File: src/rtl/clock_phase_tracker_pkg.sv
// Types shared by the divided-clock phase tracker and the clock divider that
// produces clkIn, so both ends agree on the ratio.
package Types;

   localparam int CLOCK_DIV_RATIO = 4;

   typedef enum logic [1:0] {
      SEARCH  = 2'd0,
      ACQUIRE = 2'd1,
      LOCKED  = 2'd2
   } ClockTrackerState;

   function automatic logic [7:0] satInc8(input logic [7:0] value);
      satInc8 = (value == 8'hFF) ? value : value + 8'h01;
   endfunction

endpackage

File: src/rtl/clock_phase_tracker_edge.sv
// Edge detector for the sampled divided clock: keeps one cycle of history
// and flags 0->1 and 1->0 transitions of the current sample.
module ClockEdgeDetect (
   input  logic clkX4,
   input  logic rst,
   input  logic sample,
   output logic rise,
   output logic fall
);

   logic prev;

   // one-cycle history of the sampled level
   always_ff @(posedge clkX4) begin
      if (rst) begin
         prev <= 1'b0;
      end else begin
         prev <= sample;
      end
   end

   assign rise = sample & ~prev;
   assign fall = ~sample & prev;

endmodule

File: src/rtl/clock_phase_tracker.sv
// Recovers the phase of the divided clock clkIn in the clkX4 domain, emits
// edge strobes, declares lock after clean periods and counts locked glitches.
module clock_phase_tracker
   import Types::*;
#(
   parameter int DIV_RATIO    = CLOCK_DIV_RATIO,
   parameter int HIGH_PHASES  = 2,
   parameter int LOCK_PERIODS = 2
) (
   input  logic                         clkX4,
   input  logic                         rst,
   input  logic                         clkIn,
   output logic [$clog2(DIV_RATIO)-1:0] phase,
   output logic                         risePulse,
   output logic                         fallPulse,
   output logic                         locked,
   output logic                         errorPulse,
   output logic [7:0]                   errCount
);

   localparam int PW = $clog2(DIV_RATIO);
   localparam int GW = $clog2(LOCK_PERIODS + 1);
   localparam logic [PW-1:0] LAST_PHASE  = PW'(DIV_RATIO - 1);
   localparam logic [PW-1:0] HIGH_LIMIT  = PW'(HIGH_PHASES);
   localparam logic [GW-1:0] GOOD_TARGET = GW'(LOCK_PERIODS);

   ClockTrackerState state;
   ClockTrackerState nextState;
   logic [PW-1:0]    phaseCnt;
   logic [PW-1:0]    nextPhaseCnt;
   logic [PW-1:0]    advPhase;
   logic [PW-1:0]    reportPhase;
   logic [GW-1:0]    goodCnt;
   logic [GW-1:0]    nextGoodCnt;
   logic             rise;
   logic             fall;
   logic             expectedLevel;
   logic             mismatch;
   logic             lockErr;

   ClockEdgeDetect edgeDetect (
      .clkX4  (clkX4),
      .rst    (rst),
      .sample (clkIn),
      .rise   (rise),
      .fall   (fall)
   );

   // phaseCnt is the phase of the sample being taken this cycle
   always_comb begin
      nextState     = state;
      nextPhaseCnt  = phaseCnt;
      nextGoodCnt   = goodCnt;
      reportPhase   = '0;
      lockErr       = 1'b0;
      expectedLevel = (phaseCnt < HIGH_LIMIT);
      mismatch      = (clkIn != expectedLevel) || (rise && (phaseCnt != '0));
      advPhase      = (phaseCnt == LAST_PHASE) ? '0 : phaseCnt + PW'(1);

      case (state)
         SEARCH: begin
            if (rise) begin
               nextState    = ACQUIRE;
               nextPhaseCnt = PW'(1);
               nextGoodCnt  = '0;
            end else begin
               nextState    = SEARCH;
            end
         end
         ACQUIRE, LOCKED: begin
            reportPhase  = phaseCnt;
            nextPhaseCnt = advPhase;
            if (mismatch) begin
               lockErr = (state == LOCKED);
               if (rise) begin
                  // early rise: treat it as the new phase 0
                  nextState    = ACQUIRE;
                  reportPhase  = '0;
                  nextPhaseCnt = PW'(1);
                  nextGoodCnt  = '0;
               end else begin
                  nextState    = SEARCH;
               end
            end else if ((state == ACQUIRE) && (phaseCnt == LAST_PHASE)) begin
               nextGoodCnt = goodCnt + GW'(1);
               if ((goodCnt + GW'(1)) == GOOD_TARGET) begin
                  nextState = LOCKED;
               end else begin
                  nextState = ACQUIRE;
               end
            end else begin
               nextState = state;
            end
         end
         default: begin
            nextState = SEARCH;
         end
      endcase
   end

   // state and registered outputs
   always_ff @(posedge clkX4) begin
      if (rst) begin
         state      <= SEARCH;
         phaseCnt   <= '0;
         goodCnt    <= '0;
         phase      <= '0;
         risePulse  <= 1'b0;
         fallPulse  <= 1'b0;
         locked     <= 1'b0;
         errorPulse <= 1'b0;
         errCount   <= 8'h00;
      end else begin
         state      <= nextState;
         phaseCnt   <= nextPhaseCnt;
         goodCnt    <= nextGoodCnt;
         phase      <= reportPhase;
         risePulse  <= rise;
         fallPulse  <= fall;
         locked     <= (nextState == LOCKED);
         errorPulse <= lockErr;
         errCount   <= lockErr ? satInc8(errCount) : errCount;
      end
   end

endmodule
File: config.mk
export PLATFORM = sky130hd
export DESIGN_NAME = clock_phase_tracker
export DESIGN_NICKNAME = d
export VERILOG_FILES = /design/src/rtl/clock_phase_tracker_pkg.sv /design/src/rtl/clock_phase_tracker_edge.sv /design/src/rtl/clock_phase_tracker.sv
export SDC_FILE = /design/constraint.sdc
export NUM_CORES = 1
export LEC_CHECK = 0
export BUFFER_PORTS_ARGS = -buffer_cell sky130_fd_sc_hd__buf_4
export CORE_MARGIN = 3
export CORE_UTILIZATION = 49
export DETAILED_ROUTE_END_ITERATION = 10
export GPL_TIMING_DRIVEN = 0
export HOLD_SLACK_MARGIN = 0.02
export PLACE_DENSITY = 0.73
export SYNTH_ARGS = -nofsm -noshare
export SYNTH_HDL_FRONTEND = slang
export SYNTH_SLANG_ARGS = --single-unit
File: constraint.sdc
create_clock -name clkX4 -period 1.75 [get_ports clkX4]
set_input_delay 0.0875 -clock clkX4 [delete_from_list [all_inputs] [get_ports clkX4]]
set_output_delay 0.0875 -clock clkX4 [all_outputs]
set_load 0.005 [all_outputs]
# == Yosys cells after proc, flatten, opt, wreduce, memory -nomap -nowiden ==
# Index checks and enable logic that the tools add are counted.
# Widths: inputs -> output; s select.
# word_totals
register_bits,21
input_bits,3
elab_cells,58
# op_classes
n_addsub,3
magnitude_cmp,1
n_eq_ne,9
mux,18
bitwise,6
reduce_logical,11
# ops
op,count
$mux 2,12
$pmux 2 s2,3
$add 8x1->8 const B,1
$eq 2x2->1 const B,4
$eq 8x8->1 const B,1
$reduce_and 2->1,3
$add 2x1->2 const B,2
$not 1->1,4
$reduce_bool 2->1,2
$reduce_or 2->1,2
$mux 1,3
$ne 3x3->1 const B,1
$and 1x1->1,2
$eq 2x1->1 const B,1
$logic_and 1x1->1,2
$logic_not 2->1,1
$lt 2x2->1 const B,1
$ne 2x2->1 const B,1
$logic_or 1x1->1,1
$ne 1x1->1,1

# == Longest topological paths before layout ==
# depth
word_depth,7
ltp_mapped,7
depth_no_buf,6

# == Hierarchy ==
# Synthesis repeated with hierarchy kept, for this count alone.
# hier_totals
cells_unflattened,116
hier_area_um2,1063.5
# by_module_without_submodules
mod,n_inst,cells_each,area_each_um2,seq_area_each_um2
clock_phase_tracker,1,112,1024.7,400.4
ClockEdgeDetect,1,4,38.8,20.0

# == Least setup slack after synthesis ==
# No wires, ideal clock.
# synth_timing
kind,register to register
startpoint,register phaseCnt[1]
endpoint,register errCount[4]
arrival_time_ns,1.622
required_ns,1.680
slack_ns,0.057
path_stages_with_launch,7
n_path_buf,0
synth_period_minus_slack_ns,1.693
cell_sequence,dfxtp_1 inv_1 ha_1 nor2_1 o2111ai_4 or4_1 a21oi_1
# synth_via
elab_chain_len,6
word_cells_on_any_way,8
cone_classes,1 x order compare; 1 x eq/ne; 2 x mux; 4 x reduce/logical
# synth_lines
element,line,source
start: declaration,clock_phase_tracker.sv:29,logic [PW-1:0] phaseCnt;
start signal: assignment,clock_phase_tracker.sv:115,phaseCnt <= nextPhaseCnt;
$lt 2x2->1 / $reduce_bool 2->1 (equally long branches),"clock_phase_tracker.sv:56, clock_phase_tracker.sv:57",
$ne 1x1->1 / $logic_and 1x1->1 (equally long branches),clock_phase_tracker.sv:57,mismatch = (clkIn != expectedLevel) || (rise && (phaseCnt != '0));
$logic_or 1x1->1 *,clock_phase_tracker.sv:57,
$mux 1 *,clock_phase_tracker.sv:73,if (mismatch) begin
$mux 1 *,clock_phase_tracker.sv:60,case (state)
$reduce_and 2->1 (no line) *,n/a,
end signal: assignment,clock_phase_tracker.sv:122,errCount <= lockErr ? satInc8(errCount) : errCount;
end: declaration,clock_phase_tracker.sv:18,output logic [7:0] errCount
# Mark *: on every way between the ends. The rest lies on a longest branch, timed or not.
# A chain may end at the register's enable or synchronous reset.

# == Worst setup path in the final report ==
# layout_timing
startpoint,register phaseCnt[1]
endpoint,register errCount[7]
# The elaborated chain is that of the path after synthesis.

==> results.toml <==
[status]
status = "finished clean"

[worst_setup_path]
critPathSlowestCell = "or4_4"
slowest_delay_ns = 0.51
critPathLaunchType = "flop"
rrSetupSlack_ns = 0.08
cp_data_required_time_ns = 2.00
setup.worst_path.end = "errCount[7]"
cp_num_cells = 6
setup.worst_path.start = "phaseCnt[1]"
rr_worst_depth = 6
reg2reg_to = "errCount[7]"
timing.rr.start = "phaseCnt[1]"
worst-path-buf-inv = 1
cp-end-kind = "flop"
crit_type = "flop to flop"
worstPathArrival_ns = 1.91
cpLargestDelayFamily = "simple AND/OR/NAND/NOR gates"
cp_max_fo = 6
worstPathCellList = "inv_1 -> ha_2 -> nor2_4 -> o2111ai_4 -> or4_4 -> a21oi_2"

[synth]
ys_types = 35
synthAdderAreaFrac = 0.09512
synth-seq-cells = 21
synth_cells = 114
synth_xor_area_frac = 0
ys_dominant_reg_cell = "dfxtp_1"
synth_area_sq_um = 1052
synth_compound_area_frac = 0.2235
yosysWarnings = 0
ys_seq_area_frac = 0.3995
synth_edf_count = 0
avgSynthCellArea_sq_um = 9.230
synthMuxAreaShare = 0.01902
synth_top_family_by_area = "compound AO/OA/AOI/OAI gates"
async_flop_share = 0
synthSimpleGateAreaFrac = 0.2200
synth_nets = 125

[global_route]
antenna_found_initial = 0
grt_pass1_vias = 841
grt_max_degree = 12
grt_use_total = 0.1805
grt_overflow_total = 0
grt_first_pass_wirelength_mm = 3.650

[power]
p_per_area_nw_per_um2 = 614.0
power_uw = 800.5
leakage_uw = 0.0004633
peakVddDrop_uv = 497.0

[layout]
mostFrequentLayoutCells = "dfxtp_1, buf_4, a21oi_1"
utilization = 0.6513
final_common_cell = "dfxtp_1"
fin_nets = 149
num_antenna_cells = 0
layout-drive-gt1-share = 0.2774
area_growth_pct = 23.90

[clock_network]
clkSlewWorstSetupHoldPaths_ns = 0.11
cts_tree = "yes"
cts_root_buffer = "clkbuf_4"
clkSinkCount = 21
clock_latency_ns = 0.30
cts-htree-levels = 1
cts.path.max_buffers = 2
cts-buffers-inserted = 3

[route]
via_per_inst = 5.768
drt_iter0_markers = 18
drc_errors = 0
drt_wl_total_mm = 2.178
num_vias = 946
ant_nets = 0
routedWlPerCell_microns = 13.28
firstDrtPassIters = 4

[floorplan]
dieArea_sq_um = 2739
core_sq_um = 2002
start_util = 0.5256
die_width_microns = 52.34
io_pins = 17
rows = 16
die_y_microns = 52.34

[placed_design]
numPortBuffers = 15
hpwlAfterDp_mm = 1.470
gp_congestion = 0.7958

[sta]
skew_ns = 0.006221
worst_slew_pin_slew_ns = 0.5278
hold_violations = 0
setup_viol = 0
tns_ns = 0
slew_viol_final = 0
min_period_ns = 1.668
fin_crit_sh = 0.9532
slew_headroom = 0.6481
timing.fmax_ghz = 0.5995

[worst_hold_path]
hold_path_class = "input port to flop"

[flow_run]
cap_viol_max_count = 0
-- flip-flops by register name, indices dropped and copies added, names as in the netlist, 2 cells and up --
register	flops
phase	2
errCount	8
phaseCnt	2
goodCnt	2
state	2
-- through the flow --
stage / hold slack (ns) / setup WS [ns] / cell area [sq um] / cells
4_1_cts: 0.1498 / 0.005131 / 1249 / 162
2_1_floorplan: 0.1636 / 0.05750 / 1052 / 114
3_5_place_dp: 0.3005 / -0.1084 / 1199 / 156
5_1_grt: 0.2116 / -0.02225 / 1304 / 164
3_3_place_gp: 0.2944 / -0.09908 / 1199 / 156
6_report: 0.1487 / 0.08189 / 1304 / 164
-- cells by family (layout without fill, tap and decap cells) --
group,count (synthesis),after routing
and+or+nand+nor,39,39
buffers and inverters,11,33
muxes,2,2
AOI/OAI and AO/OA,33,34
adders and majority gates,8,8
DFF,21,21
-- metal layers --
metal  vias to the layer above  share of wire  GRT usage
li1                        476              -          -
met1                       445           0.48     0.2220
met2                        20           0.45     0.2851
met3                         5          0.050    0.05983
met4                         0          0.015    0.07660
met5                         -              0          0
-- synthesized netlist by cell type (all sizes together), types with 2 or more instances --
cell | n | share of area
nand2 | 7 | 0.025
nand2b | 4 | 0.024
ha | 8 | 0.095
dfxtp | 21 | 0.40
o2111ai | 2 | 0.033
or4 | 3 | 0.021
clkbuf | 3 | 0.011
a21oi | 11 | 0.052
nor2 | 4 | 0.014
a31oi | 3 | 0.018
nand3 | 3 | 0.014
o21ai | 4 | 0.019
nor3 | 2 | 0.0095
nand4 | 3 | 0.018
or3 | 3 | 0.018
nor2b | 2 | 0.012
a211oi | 4 | 0.029
mux2i | 2 | 0.019
inv | 7 | 0.025
and2 | 2 | 0.012
o31ai | 4 | 0.029
-- where the power goes --
part,internal (uW),switching [uW],leakage (uW)
clock network,88.9,140,0.0000150
registers,485,6.11,0.000172
logic,32.1,48.9,0.000276
-- worst min-delay path by stage --
| stage | from | end | slack [ns] | cells after the start |
|---|---|---|---|---|
| 2_1_floorplan | clkIn | fallPulse | 0.16 | 1 |
| 3_3_place_gp | clkIn | fallPulse | 0.29 | 2 |
| 3_5_place_dp | clkIn | fallPulse | 0.30 | 2 |
| 4_1_cts | rst | edgeDetect.prev | 0.15 | 2 |
| 5_1_grt | rst | edgeDetect.prev | 0.21 | 2 |
| 6_report | rst | edgeDetect.prev | 0.15 | 2 |
-- area by class of cell --
cell class              count  area [sq um]
inverters                   7         26.28
fillers                   165         698.2
multi-input cells          83         630.6
well taps                  27         33.78
plain buffers               4         23.77
flip-flops and latches     21         427.9
repair buffers             18         135.1
clock buffers               4         26.28
-- repair_timing --
item,4_1_cts,5_1_grt
endpoints found under the hold margin,1,0
hold buffers,1,0
cloned,0,2
resized for setup,4,12
buffers inserted,1,0
pin swaps,1,6
setup endpoints to repair,5,10
Power figures use the tool's default switching activity.
